`src/rtl/pad_rst_pkg.sv`:
```
// Shared types and default constants for the pad reset / boot-strap controller.
package pad_rst_pkg;

    typedef enum logic [1:0] {
        StAssert   = 2'd0,
        StDebounce = 2'd1,
        StHold     = 2'd2,
        StRun      = 2'd3
    } state_e;

    localparam int unsigned SyncStagesDef     = 2;
    localparam int unsigned DebounceCyclesDef = 1000;
    localparam int unsigned HoldCyclesDef     = 16;
    localparam int unsigned GlitchCntW        = 8;

    function automatic int unsigned max_u(input int unsigned a, input int unsigned b);
        return (a > b) ? a : b;
    endfunction

endpackage

```
`src/rtl/pad_sync.sv`:
```
// N-stage single-bit synchronizer for raw pad inputs, synchronous active-high reset.
module pad_sync #(
    parameter int unsigned Stages = 2
) (
    input  logic clk_i,
    input  logic rst_i,
    input  logic d_i,
    output logic q_o
);

    logic [Stages-1:0] chain_q;

    always_ff @(posedge clk_i) begin
        if (rst_i) begin
            chain_q <= '0;
        end else begin
            chain_q <= {chain_q[Stages-2:0], d_i};
        end
    end

    assign q_o = chain_q[Stages-1];

endmodule

```
`src/rtl/pad_rst_boot_ctrl.sv`:
```
// Debounces the external reset pad, stretches the release and latches boot straps.
// Optional glitch counter output enabled by defining PAD_RST_GLITCH_CNT_EN.
module pad_rst_boot_ctrl
    import pad_rst_pkg::*;
#(
    parameter int unsigned SYNC_STAGES     = SyncStagesDef,
    parameter int unsigned DEBOUNCE_CYCLES = DebounceCyclesDef,
    parameter int unsigned HOLD_CYCLES     = HoldCyclesDef
) (
    input  logic                  ref_clk_i,
    input  logic                  rst_i,
    input  logic                  pad_rstn_i,
    input  logic                  pad_bootsel_i,
    input  logic                  pad_stm_i,
    output logic                  rstn_o,
    output logic                  bootsel_o,
    output logic                  stm_o,
`ifdef PAD_RST_GLITCH_CNT_EN
    output logic [GlitchCntW-1:0] glitch_cnt_o,
`endif
    output logic [1:0]            state_o
);

    localparam int unsigned CntW = $clog2(max_u(DEBOUNCE_CYCLES, HOLD_CYCLES) + 1);

    localparam logic [CntW-1:0] DebLast  = CntW'(DEBOUNCE_CYCLES - 1);
    localparam logic [CntW-1:0] HoldLast = CntW'(HOLD_CYCLES - 1);
    // The ASSERT->DEBOUNCE edge is the first stable sample, so DEBOUNCE stops one short.
    localparam logic [CntW-1:0] DebEnd   =
        (DEBOUNCE_CYCLES >= 2) ? CntW'(DEBOUNCE_CYCLES - 2) : '0;

    logic rst_s;
    logic boot_s;
    logic stm_s;

    state_e          state_q, state_d;
    logic [CntW-1:0] cnt_q, cnt_d;
    logic            rstn_q;
    logic            boot_q;
    logic            stm_q;
    logic            strap_ld;

    pad_sync #(
        .Stages (SYNC_STAGES)
    ) u_sync_rst (
        .clk_i (ref_clk_i),
        .rst_i (rst_i),
        .d_i   (pad_rstn_i),
        .q_o   (rst_s)
    );

    pad_sync #(
        .Stages (SYNC_STAGES)
    ) u_sync_boot (
        .clk_i (ref_clk_i),
        .rst_i (rst_i),
        .d_i   (pad_bootsel_i),
        .q_o   (boot_s)
    );

    pad_sync #(
        .Stages (SYNC_STAGES)
    ) u_sync_stm (
        .clk_i (ref_clk_i),
        .rst_i (rst_i),
        .d_i   (pad_stm_i),
        .q_o   (stm_s)
    );

    always_comb begin
        state_d  = state_q;
        cnt_d    = cnt_q;
        strap_ld = 1'b0;
        unique case (state_q)
            StAssert: begin
                cnt_d = '0;
                if (rst_s) begin
                    state_d = StDebounce;
                end
            end
            StDebounce: begin
                if (!rst_s) begin
                    state_d = StAssert;
                    cnt_d   = '0;
                end else if (cnt_q == DebEnd) begin
                    state_d  = StHold;
                    cnt_d    = '0;
                    strap_ld = 1'b1;
                end else begin
                    cnt_d = cnt_q + CntW'(1);
                end
            end
            StHold: begin
                // Pad level is ignored here so the hold period always completes.
                if (cnt_q == HoldLast) begin
                    state_d = StRun;
                    cnt_d   = '0;
                end else begin
                    cnt_d = cnt_q + CntW'(1);
                end
            end
            StRun: begin
                if (rst_s) begin
                    cnt_d = '0;
                end else if (cnt_q == DebLast) begin
                    state_d = StAssert;
                    cnt_d   = '0;
                end else begin
                    cnt_d = cnt_q + CntW'(1);
                end
            end
            default: begin
                state_d = StAssert;
                cnt_d   = '0;
            end
        endcase
    end

    always_ff @(posedge ref_clk_i) begin
        if (rst_i) begin
            state_q <= StAssert;
            cnt_q   <= '0;
            rstn_q  <= 1'b0;
            boot_q  <= 1'b0;
            stm_q   <= 1'b0;
        end else begin
            state_q <= state_d;
            cnt_q   <= cnt_d;
            rstn_q  <= (state_d == StRun);
            if (strap_ld) begin
                boot_q <= boot_s;
                stm_q  <= stm_s;
            end
        end
    end

    assign rstn_o    = rstn_q;
    assign bootsel_o = boot_q;
    assign stm_o     = stm_q;
    assign state_o   = state_q;

`ifdef PAD_RST_GLITCH_CNT_EN
    logic                  glitch;
    logic [GlitchCntW-1:0] glitch_cnt_q;

    // A rejected pulse: release lost during debounce, or a short low run while running.
    assign glitch = ((state_q == StDebounce) && !rst_s) ||
                    ((state_q == StRun) && rst_s && (cnt_q != '0));

    always_ff @(posedge ref_clk_i) begin
        if (rst_i) begin
            glitch_cnt_q <= '0;
        end else if (glitch && (glitch_cnt_q != '1)) begin
            glitch_cnt_q <= glitch_cnt_q + GlitchCntW'(1);
        end
    end

    assign glitch_cnt_o = glitch_cnt_q;
`endif

endmodule
```
`config.mk`:
```
export PLATFORM = sky130hd
export DESIGN_NAME = pad_rst_boot_ctrl
export DESIGN_NICKNAME = d
export VERILOG_FILES = /design/src/rtl/pad_rst_pkg.sv /design/src/rtl/pad_sync.sv /design/src/rtl/pad_rst_boot_ctrl.sv
export SDC_FILE = /design/constraint.sdc
export NUM_CORES = 1
export LEC_CHECK = 0
export BUFFER_PORTS_ARGS = -buffer_cell sky130_fd_sc_hd__buf_2
export CAP_MARGIN = 20
export CORE_MARGIN = 5
export CORE_UTILIZATION = 60
export CTS_CLUSTER_SIZE = 12
export DETAILED_ROUTE_END_ITERATION = 6
export PLACE_DENSITY = 0.81
export SYNTH_ARGS = -nofsm -noshare
export SYNTH_HDL_FRONTEND = slang
export SYNTH_HIERARCHICAL = 1
export SYNTH_SLANG_ARGS = --single-unit
```
`constraint.sdc`:
```
create_clock -name ref_clk_i -period 2.8 [get_ports ref_clk_i]
set_clock_uncertainty 0.1 [all_clocks]
set_input_delay 0.28 -clock ref_clk_i [delete_from_list [all_inputs] [get_ports ref_clk_i]]
set_output_delay 0.28 -clock ref_clk_i [all_outputs]
set_load 0.01 [all_outputs]
```
==> key figures, run 1 <==
Logic synthesis
  • Post-Syn Area: 978.4 µm²
  • Syn Nets: 100
  • Asr flop ratio synth: 0
  • Post-Syn Area per Cell: 10.52 µm²
  • Synth Instances: 93
  • Seq/Total Area, Yosys: 0.4297
  • Yosys cell types: 39
  • EDFF count, synth: 0
  • Synth warn: 6
  • Synth Flop Type: dfxtp_1
  • Seq cells post-synth: 21

CTS
  • CTS tree: yes
  • Cells resized by post-CTS repair: 0
  • Sink Count: 21
  • Total setup buffers inserted after CTS: 0
  • H-tree Lvls: 1
  • Clk root buf: clkbuf_4
  • Worst-case clock buffer depth: 2
  • Hold_buf cts: 0
  • TritonCTS Buffers: 3
  • Clock transition at path regs: 120 ps
  • Insertion delay to the later sink of the worst-skew pair: 290 ps

Global route
  • Vias in the first global route: 769
  • Global Route Usage Sum: 0.1653
  • Antenna violations before repair: 0
  • First-pass GRT wire length: 3.443 mm
  • GRT overflow: 0
  • Largest net degree at the start of global routing: 13

Timing
  • Setup TNS: 0 ps
  • Max_slew headroom: 0.6672
  • WHS: 87.89 ps
  • Unrepaired setup endpoints after global routing: false
  • Final period utilization: 0.6395
  • Final setup viols: 0
  • Count of final hold-check violations: 0
  • Tmin final: 1790 ps
  • Fmax: 558.5 MHz
  • Final Max Slew Viols: 0
  • Worst-Margin Slew: 498.0 ps

Pwr
  • Pint: 0.0003620 W
  • Power Total: 0.0004609 W
  • Max VDD drop: 460.7 µV
  • Clock share of power: 0.313
  • Sequential power share: 0.663
  • Power Density: 432.4 nW/µm²
  • Switching share of power: 0.2146
  • P_leak: 0.3594 nW
  • Comb power frac: 0.024
  • Net Sw Power: 0.00009889 W

Cells and area
  • Commonest non-fill, non-tap cell in the layout: dfxtp_1
  • Nets: 113
  • Most frequent cells in the layout: 21 x dfxtp_1, 9 x buf_2, 8 x a21oi_1
  • Fraction of layout cells with a size suffix above 1: 0.2286
  • ANT cells: 0
  • Area Overhead vs Synth: 8.951%

Floorplanning
  • Die footprint: 2538 µm²
  • Starting Density: 0.6420
  • Die X: 50.38 µm
  • Die Y: 50.38 µm
  • Rows: 14
  • # IOs: 10
  • Core area: 1524 µm²

Run
  • Max Cap Viol: 0

Route
  • Vias: 776
  • Number of DRC markers in iteration 0: 13
  • Post-route ant nets: 0
  • Final wirelength: 1.843 mm
  • First-pass iteration count of the detailed router: 4
  • Wire length per cell: 15.23 µm
  • Post-route DRC: 0
  • Vias/cell: 6.413

Setup path
  • Cells on worst reg2reg path: 4
  • CP Capture Type: flip-flop
  • R2R Setup Slk: 1010 ps
  • Crit path arrival time: 1850 ps
  • FF-to-FF Start: cnt_q[0]$_SDFF_PP0_
  • Crit-path max FO: 10
  • Data required, critical path: 2860 ps
  • Reg2reg end: cnt_q[5]$_SDFF_PP0_
  • Crit Path Class: flip-flop to flip-flop
  • Startpoint Class: flip-flop

Min path
  • Hold endpoint: u_sync_stm/chain_q[0]$_SDFF_PP0_
  • WHS Path Cells: 2
  • Worst hold path type: input port to flip-flop
  • HP Start: pad_stm_i

Status
  • Status: completed

Placed design
  • Hpwl dp: 1.404 mm
  • Port-buffer cells: 9
  • Gpl congestion: 0.8684
==> cells by family (layout without fill, tap and decap cells) <==
| kind of cell | Yosys count | count (layout) | share of synthesized area |
|---|---|---|---|
| compound gates | 26 | 26 | 0.1995 |
| xor+xnor | 4 | 4 | 0.03581 |
| flops | 21 | 21 | 0.4297 |
| fa+ha+maj | 2 | 2 | 0.02557 |
| buf+inv | 4 | 16 | 0.01662 |
| mux | 1 | 1 | 0.01023 |
| simple gates | 35 | 35 | 0.2826 |
==> power groups by stage <==
| stage | Clock (W) | Combinational [W] | Sequential (W) |
|---|---|---|---|
| floorplan | 0 | 0.00000525 | 0.000312 |
| global route | 0.000167 | 0.0000124 | 0.000307 |
| finish | 0.000144 | 0.0000110 | 0.000306 |
| CTS | 0.000148 | 0.0000112 | 0.000306 |
| detailed placement | 0 | 0.0000112 | 0.000313 |
| global placement | 0 | 0.0000107 | 0.000312 |
==> synthesized netlist by cell type, drive strengths merged, types with 3 or more instances <==
cell | number | area [µm²]
a21oi | 8 | 40.04
a22oi | 5 | 42.54
dfxtp | 21 | 420.4
inv | 3 | 11.26
nand4 | 6 | 58.80
nor2b | 7 | 43.79
o21ai | 3 | 15.01
o31ai | 5 | 37.54
or3 | 3 | 20.02
==> worst max-delay path: stages, from the launching register on <==
cell,delay (ps)
dfxtp_1,430
ha_1,290
and3_1,240
a311o_1,440
a22oi_1,160
==> sequential cells by signal, summed over array words and instances (netlist names) <==
name and count:
cnt_q 10, state_o 2, u_sync_boot/chain_q 2, u_sync_rst/chain_q 2
u_sync_stm/chain_q 2, bootsel_o 1, rstn_o 1, stm_o 1
==> through the flow <==
stage | cell area (µm²) | instances | setup WS [ps] | util
floorplan | 978.4 | 93 | 1246 | -
global placement | 1039 | 117 | 1123 | 0.6814
detailed placement | 1039 | 117 | 1028 | 0.6814
CTS | 1066 | 121 | 1012 | 0.6995
global route | 1066 | 121 | 907.3 | 0.6995
finish | 1066 | 121 | 1010 | 0.6995
==> worst max-delay path by stage <==
stage	startpoint	to	slack (ps)	depth (start not counted)
floorplan	cnt_q[0]$_SDFF_PP0_	cnt_q[6]$_SDFF_PP0_	1250	5
detailed placement	cnt_q[0]$_SDFF_PP0_	cnt_q[5]$_SDFF_PP0_	1030	4
global placement	cnt_q[0]$_SDFF_PP0_	cnt_q[5]$_SDFF_PP0_	1120	4
global route	cnt_q[0]$_SDFF_PP0_	cnt_q[5]$_SDFF_PP0_	910	4
finish	cnt_q[0]$_SDFF_PP0_	cnt_q[5]$_SDFF_PP0_	1010	4
CTS	cnt_q[0]$_SDFF_PP0_	cnt_q[5]$_SDFF_PP0_	1010	4
==> layer usage <==
layer | global-route usage | up-vias | wire length, µm
li1 | - | 389 | -
met1 | 0.2134 | 370 | 843
met2 | 0.2803 | 15 | 908
met3 | 0.02959 | 2 | 78
met4 | 0.04681 | 0 | 12
met5 | 0 | - | 0
==> area by class of cell <==
| type | count | area (µm²) |
|---|---|---|
| clock inverters | 1 | 5.005 |
| clock buffers | 3 | 22.52 |
| fillers | 111 | 457.9 |
| inverters | 3 | 11.26 |
| multi-input cells | 68 | 541.8 |
| well taps | 16 | 20.02 |
| flip-flops and latches | 21 | 420.4 |
| repair buffers | 9 | 45.04 |
No activity file was read; power rests on OpenSTA's default activity.
==> inputs of run 2 (changes only) <==
Settings changed: CORE_UTILIZATION 60 to 50, PLACE_DENSITY 0.81 to 0.72.
Clock period 2.8 ns to 1.5 ns, I/O delays scaled along.
==> run 2 against run 1 <==
Clock-buffer cell count up 1; sequential power up 84%; sequential cell count unchanged; cell count up 23%; first-iteration DRC count down 23%; critical path depth up 2; fmax up 21%.
==> key figures, run 2 (same netlist as run 1, synthesis figures left out) <==
Cells and area
  • Nets: 130 (+15%)
  • Finished Cell Area: 1308 µm² (+23%)
  • Core Util, Final: 0.6803 (-0.01917)
  • Largest Register: cnt_q
  • ANT cells: 0 (unchanged)
  • Most frequent cells in the layout: 12 x dfxtp_1, 12 x buf_4, 9 x buf_2
  • Fin cells: 149 (+23%)
  • Max reg flops: 10 (unchanged)
  • Fraction of layout cells with a size suffix above 1: 0.4508 (+0.2222)
  • Area Overhead vs Synth: 33.63%

Timing
  • Final Max Slew Viols: 0 (unchanged)
  • Final worst slack: 14.88 ps (-994.6 ps)
  • Setup TNS: 0 ps (unchanged)
  • Tmin final: 1485 ps (-305.4 ps)
  • Final period utilization: 0.9901 (+0.3506)
  • Fmax: 673.3 MHz (+21%)
  • Max_slew headroom: 0.7891 (+0.1219)
  • Unrepaired setup endpoints after global routing: true
  • Worst-Margin Slew: 314.0 ps (-184.0 ps)
  • Final setup viols: 0 (unchanged)
  • Count of final hold-check violations: 0 (unchanged)

Pwr
  • Max VDD drop: 641.3 µV (+39%)
  • P_leak: 0.4530 nW (+26%)
  • Power Density: 665.4 nW/µm² (+54%)

Global route
  • Global Route Usage Sum: 0.1837 (+0.01843)
  • Largest net degree at the start of global routing: 13 (unchanged)
  • Antenna violations before repair: 0 (unchanged)
  • GRT overflow: 0 (unchanged)
  • Vias in the first global route: 804 (+4.6%)
  • First-pass GRT wire length: 3.732 mm (+8.4%)

Floorplanning
  • Die X: 54.24 µm (+7.7%)
  • # IOs: 10 (unchanged)
  • Die Y: 54.24 µm (+7.7%)
  • Core area: 1922 µm² (+26%)
  • Rows: 16 (+2)
  • Die footprint: 2941 µm² (+16%)
  • Starting Density: 0.5091 (-0.1329)

Min path
  • Worst hold path type: input port to flip-flop
  • HP Start: rst_i

Setup path
  • Crit Path Class: flip-flop to flip-flop
  • FF-to-FF Start: cnt_q[0]$_SDFF_PP0_
  • CP Capture Type: flip-flop
  • Crit path arrival time: 1580 ps (-270 ps)
  • Startpoint Class: flip-flop
  • CP Launch Point: cnt_q[0]$_SDFF_PP0_
  • Crit-path max FO: 9 (-1)
  • Data required, critical path: 1590 ps (-1270 ps)

CTS
  • CTS tree: yes
  • TritonCTS Buffers: 3 (unchanged)
  • Insertion delay to the later sink of the worst-skew pair: 310 ps (+20 ps)
  • Clock transition at path regs: 110 ps (about the same)
  • Clk root buf: clkbuf_4
  • H-tree Lvls: 1 (unchanged)
  • Worst-case clock buffer depth: 2 (unchanged)
  • Sink Count: 21 (unchanged)

Route
  • Vias/cell: 5.617 (-12%)
  • Wire length per cell: 14.41 µm (-5.4%)
  • Number of DRC markers in iteration 0: 10 (-3)
  • Post-route ant nets: 0 (unchanged)
  • First-pass iteration count of the detailed router: 4 (unchanged)
  • Vias: 837 (+7.9%)
  • Post-route DRC: 0 (unchanged)
  • Final wirelength: 2.147 mm (+16%)

Placed design
  • Pre-CTS WS: -130.6 ps (-1158 ps)
  • Port-buffer cells: 9 (unchanged)
  • Hpwl dp: 1.435 mm (+2.2%)
  • Dpl cells: 140 (+20%)
  • Gpl congestion: 0.7401 (-15%)
  • Dpl cell area: 1145 µm² (+10%)

Run
  • Max Cap Viol: 0 (unchanged)

Status
  • Status: completed
-- run 2: cell types whose count changed in the layout (fill, tap and decap cells not counted), sizes merged --
cell	previous run	this run
buf	9	22
dlygate4sd3	0	3
a311o	1	2
clkbuf	3	4
clkinv	1	0
-- run 2: power by group --
group | leakage (nW) | switching [W] | internal, W
Clock | 0.0150 | 0.000169 | 0.000104
Combinational | 0.262 | 0.0000135 | 0.0000188
Sequential | 0.176 | 0.00000253 | 0.000562
-- run 2: layout make-up --
cell class / instances / area, µm²
timing repair buffer: 25 / 185.2
tap: 27 / 33.78
inverter: 3 / 11.26
multi-input combinational: 69 / 614.3
fill: 155 / 614.3
clock buffer: 4 / 26.28
sequential: 21 / 436.7
-- run 2: layer usage --
metal | global-route usage | vias up | part of all wire
li1 | - | 425 | -
met1 | 0.2286 | 398 | 0.46
met2 | 0.2809 | 9 | 0.48
met3 | 0.05722 | 5 | 0.034
met4 | 0.09959 | 0 | 0.023
met5 | 0 | - | 0
-- run 2: path summary, 6_finish.rpt --
| check | to | slack, ps | cells after the start |
|---|---|---|---|
| setup / recovery | cnt_q[9]$_SDFF_PP0_ | 10 | 6 |
| hold / removal | state_o[1]$_SDFF_PP0_ | 30 | 2 |
| setup reg to reg | cnt_q[9]$_SDFF_PP0_ | 10 | 6 |
| hold reg to reg | u_sync_stm/chain_q[1]$_SDFF_PP0_ | 340 | 1 |
-- run 2: metrics by stage --
step	total power (W)	hold slack, ps
after floorplan	0.0005919	119.1
after global placement	0.0006053	258.9
after detailed placement	0.0006060	265.7
after CTS	0.0008840	17.35
after global routing	0.0009069	41.15
final	0.0008700	29.33
-- run 2: worst max-delay path: stages (launching register included) --
cell      delay [ps]
dfxtp_2          350
inv_1             60
ha_2             190
mux2i_2           90
o311ai_4         340
buf_12           170
a22oi_2           70
-- run 2: what timing repair did --
action / 4_1_cts / 5_1_grt
buffers inserted: 0 / 2
gates cloned: 1 / 0
hold buffers: 3 / 0
endpoints found under the hold margin: 3 / 0
setup endpoints to repair: 11 / 13
gates resized for setup: 7 / 15
pin swaps: 2 / 5
==> inputs of run 3 (changes only) <==
Settings changed: ABC_AREA set to 1.
==> run 3 against run 2 <==
Clock-buffer cell count decreased by 1; fmax increased by 0.62%; largest cell class unchanged; register-to-register slack about the same; first-iteration DRC count increased by 50%; critical endpoint is now state_o[0]$_SDFF_PP0_; sequential power about the same; global-route usage decreased by 4.3 points; largest power group unchanged.
==> key figures, run 3 <==
Status
  • Status: completed

Logic synthesis
  • Syn Nets: 146 (+46%)
  • Synth Instances: 139 (+49%)
  • Synth cell count leaders: 31 x nand2_1, 30 x nor2_1, 22 x inv_1
  • Synth Flop Type: dfxtp_1
  • Yosys cell types: 20 (-49%)
  • Post-Syn Area: 999.7 µm² (+2.2%)
  • Most common cell in the netlist: nand2_1
  • EDFF count, synth: 0 (unchanged)
  • Seq cells post-synth: 21 (unchanged)
  • Synth top area share: 0.4205 (-0.009142)
  • Seq/Total Area, Yosys: 0.4205 (-0.009142)
  • Post-Syn Area per Cell: 7.192 µm² (-32%)
  • Asr flop ratio synth: 0 (unchanged)
  • Synth top area cells: dfxtp_1 42%, nand2_1 12%, nor2_1 11%
  • Synth warn: 6 (unchanged)
  • Cell taking the most area after synthesis: dfxtp_1

Global route
  • First-pass GRT wire length: 2.967 mm (-20%)
  • Antenna violations before repair: 0 (unchanged)
  • Gr busiest metal: met2
  • Largest net degree at the start of global routing: 13 (unchanged)
  • Vias in the first global route: 739 (-8.1%)
  • Grt met2 use: 0.2283 (-0.05253)
  • Global Route Usage Sum: 0.1407 (-0.04301)
  • GRT overflow: 0 (unchanged)
  • GRT met1 Usage: 0.1650 (-0.06355)
  • Met3 Usage GRT: 0.03270 (-0.02452)

Route
  • Final wirelength: 2.041 mm (-4.9%)
  • Post-route ant nets: 0 (unchanged)
  • Vias: 867 (+3.6%)
  • Wire length per cell: 11.03 µm (-23%)
  • Post-route DRC: 0 (unchanged)
  • First-pass iteration count of the detailed router: 4 (unchanged)
  • Vias/cell: 4.686 (-17%)
  • Number of DRC markers in iteration 0: 15 (+5)

CTS
  • H-tree Lvls: 1 (unchanged)
  • CTS tree: yes
  • Clk root buf: clkbuf_4
  • Insertion delay to the later sink of the worst-skew pair: 300 ps (about the same)
  • Clock transition at path regs: 120 ps (about the same)
  • Sink Count: 21 (unchanged)
  • Worst-case clock buffer depth: 2 (unchanged)
  • TritonCTS Buffers: 3 (unchanged)

Cells and area
  • Nets: 166 (+28%)
  • Fin cells: 185 (+24%)
  • Most frequent cells in the layout: 29 x nand2_1, 29 x nor2_1, 21 x inv_1
  • Max reg flops: 10 (unchanged)
  • Fraction of layout cells with a size suffix above 1: 0.2405 (-0.2103)
  • Largest Register: cnt_q
  • ANT cells: 0 (unchanged)
  • Filler Cells Inserted: 176 (+14%)
  • Area Overhead vs Synth: 21.03%

Setup path
  • Crit Path Class: flip-flop to flip-flop
  • FF-to-FF Start: cnt_q[3]$_SDFF_PP0_
  • Startpoint Class: flip-flop
  • Crit path arrival time: 1580 ps (about the same)
  • CP Capture Type: flip-flop
  • Data required, critical path: 1600 ps (about the same)
  • Crit-path max FO: 4 (-5)
  • CP Launch Point: cnt_q[3]$_SDFF_PP0_

Timing
  • Fmax: 677.5 MHz (+0.62%)
  • Final worst slack: 23.99 ps (+9.110 ps)
  • Final period utilization: 0.9840 (-0.006073)
  • Tmin final: 1476 ps (-9.110 ps)
  • Max_slew headroom: 0.7100 (-0.07906)
  • Worst-Margin Slew: 433.3 ps (+119.3 ps)
  • Final Max Slew Viols: 0 (unchanged)
  • Count of final hold-check violations: 0 (unchanged)
  • WHS: 29.87 ps (+0.5432 ps)
  • Final setup viols: 0 (unchanged)

Placed design
  • Pre-CTS WS: 46.57 ps (+177.2 ps)
  • Port-buffer cells: 9 (unchanged)
  • Dpl cells: 175 (+25%)
  • Gpl congestion: 0.7811 (+5.5%)
  • Hpwl dp: 1.258 mm (-12%)

Floorplanning
  • Die Y: 54.72 µm (+0.89%)
  • Core area: 1942 µm² (+1.0%)
  • Starting Density: 0.5148 (+0.005705)
  • # IOs: 10 (unchanged)
  • Die X: 54.72 µm (+0.89%)
  • Die footprint: 2994 µm² (+1.8%)
  • Rows: 16 (unchanged)

Min path
  • HP Start: rst_i
  • Worst hold path type: input port to flip-flop

Pwr
  • P_leak: 0.5638 nW (+24%)
  • Power Density: 724.1 nW/µm² (+8.8%)
  • Max VDD drop: 517.7 µV (-19%)

Run
  • Max Cap Viol: 0 (unchanged)
-- run 3: cell count changes after synthesis, sizes merged, moves of 3 or more --
cell,previous run,this run
nand2,2,32
nor2,1,33
nor2b,7,0
or3,3,0
o21ai,3,0
a22oi,5,0
nand4,6,3
a21oi,8,3
nand3,2,9
xor2,2,6
inv,3,24
o31ai,5,0
-- run 3: report_power, final --
part | internal (W) | switching, W
clock | 0.0000993 | 0.000171
sequential | 0.000563 | 0.00000419
combinational | 0.0000169 | 0.0000222
-- run 3: stage by stage --
stage | cell area, µm² | TNS (ps) | power (W) | utilization
6_report | 1210 | 0 | 0.0008761 | 0.6231
5_1_grt | 1210 | -533.0 | 0.0009235 | 0.6231
4_1_cts | 1139 | 0 | 0.0008919 | 0.5863
3_5_place_dp | 1081 | 0 | 0.0006146 | 0.5567
3_3_place_gp | 1081 | 0 | 0.0006144 | 0.5567
2_1_floorplan | 999.7 | 0 | 0.0006015 | -
-- run 3: final timing paths --
check,endpoint,slack [ps],depth (start not counted)
worst min register to register,u_sync_boot/chain_q[1]$_SDFF_PP0_,310,2
worst min-delay path,state_o[1]$_SDFF_PP0_,30,2
worst max-delay path,state_o[0]$_SDFF_PP0_,20,7
worst max register to register,state_o[0]$_SDFF_PP0_,20,7
-- run 3: final cells by class --
class,instances,area (µm²),area share
Sequential cell,21,427.9,0.3537
Timing Repair Buffer,15,97.59,0.08066
Clock inverter,1,5.005,0.004137
Clock buffer,3,22.52,0.01861
Inverter,24,90.09,0.07446
Tap cell,27,33.78,0.02792
Multi-Input combinational cell,94,533.0,0.4405
-- run 3: layer usage --
metal	routed length [µm]	share of wire
met1	861	0.42
met2	1064	0.52
met3	83	0.041
met4	32	0.016
met5	0	0
-- run 3: critical path, cell delays in order, from the launching register on --
cell and delay [ps]:
dfxtp_1 380, inv_1 160, nand3_2 120, nor2_2 190, nand2_2 90, buf_4 140
a21oi_1 120, a21oi_1 80
-- run 3: logic make-up after synthesis --
kind of cell	count (synthesis)	synth area share
buffers and inverters	25	0.09512
and+or+nand+nor	81	0.3830
adders and majority gates	2	0.02503
AOI/OAI and AO/OA	3	0.01501
xor gates and xnor gates	7	0.06133
DFF	21	0.4205
-- run 3: repair_timing --
item	4_1_cts	5_1_grt
setup buffers	0	2
hold buffers	3	0
gates resized for setup	0	14
setup endpoints to repair	0	12
endpoints found under the hold margin	3	0
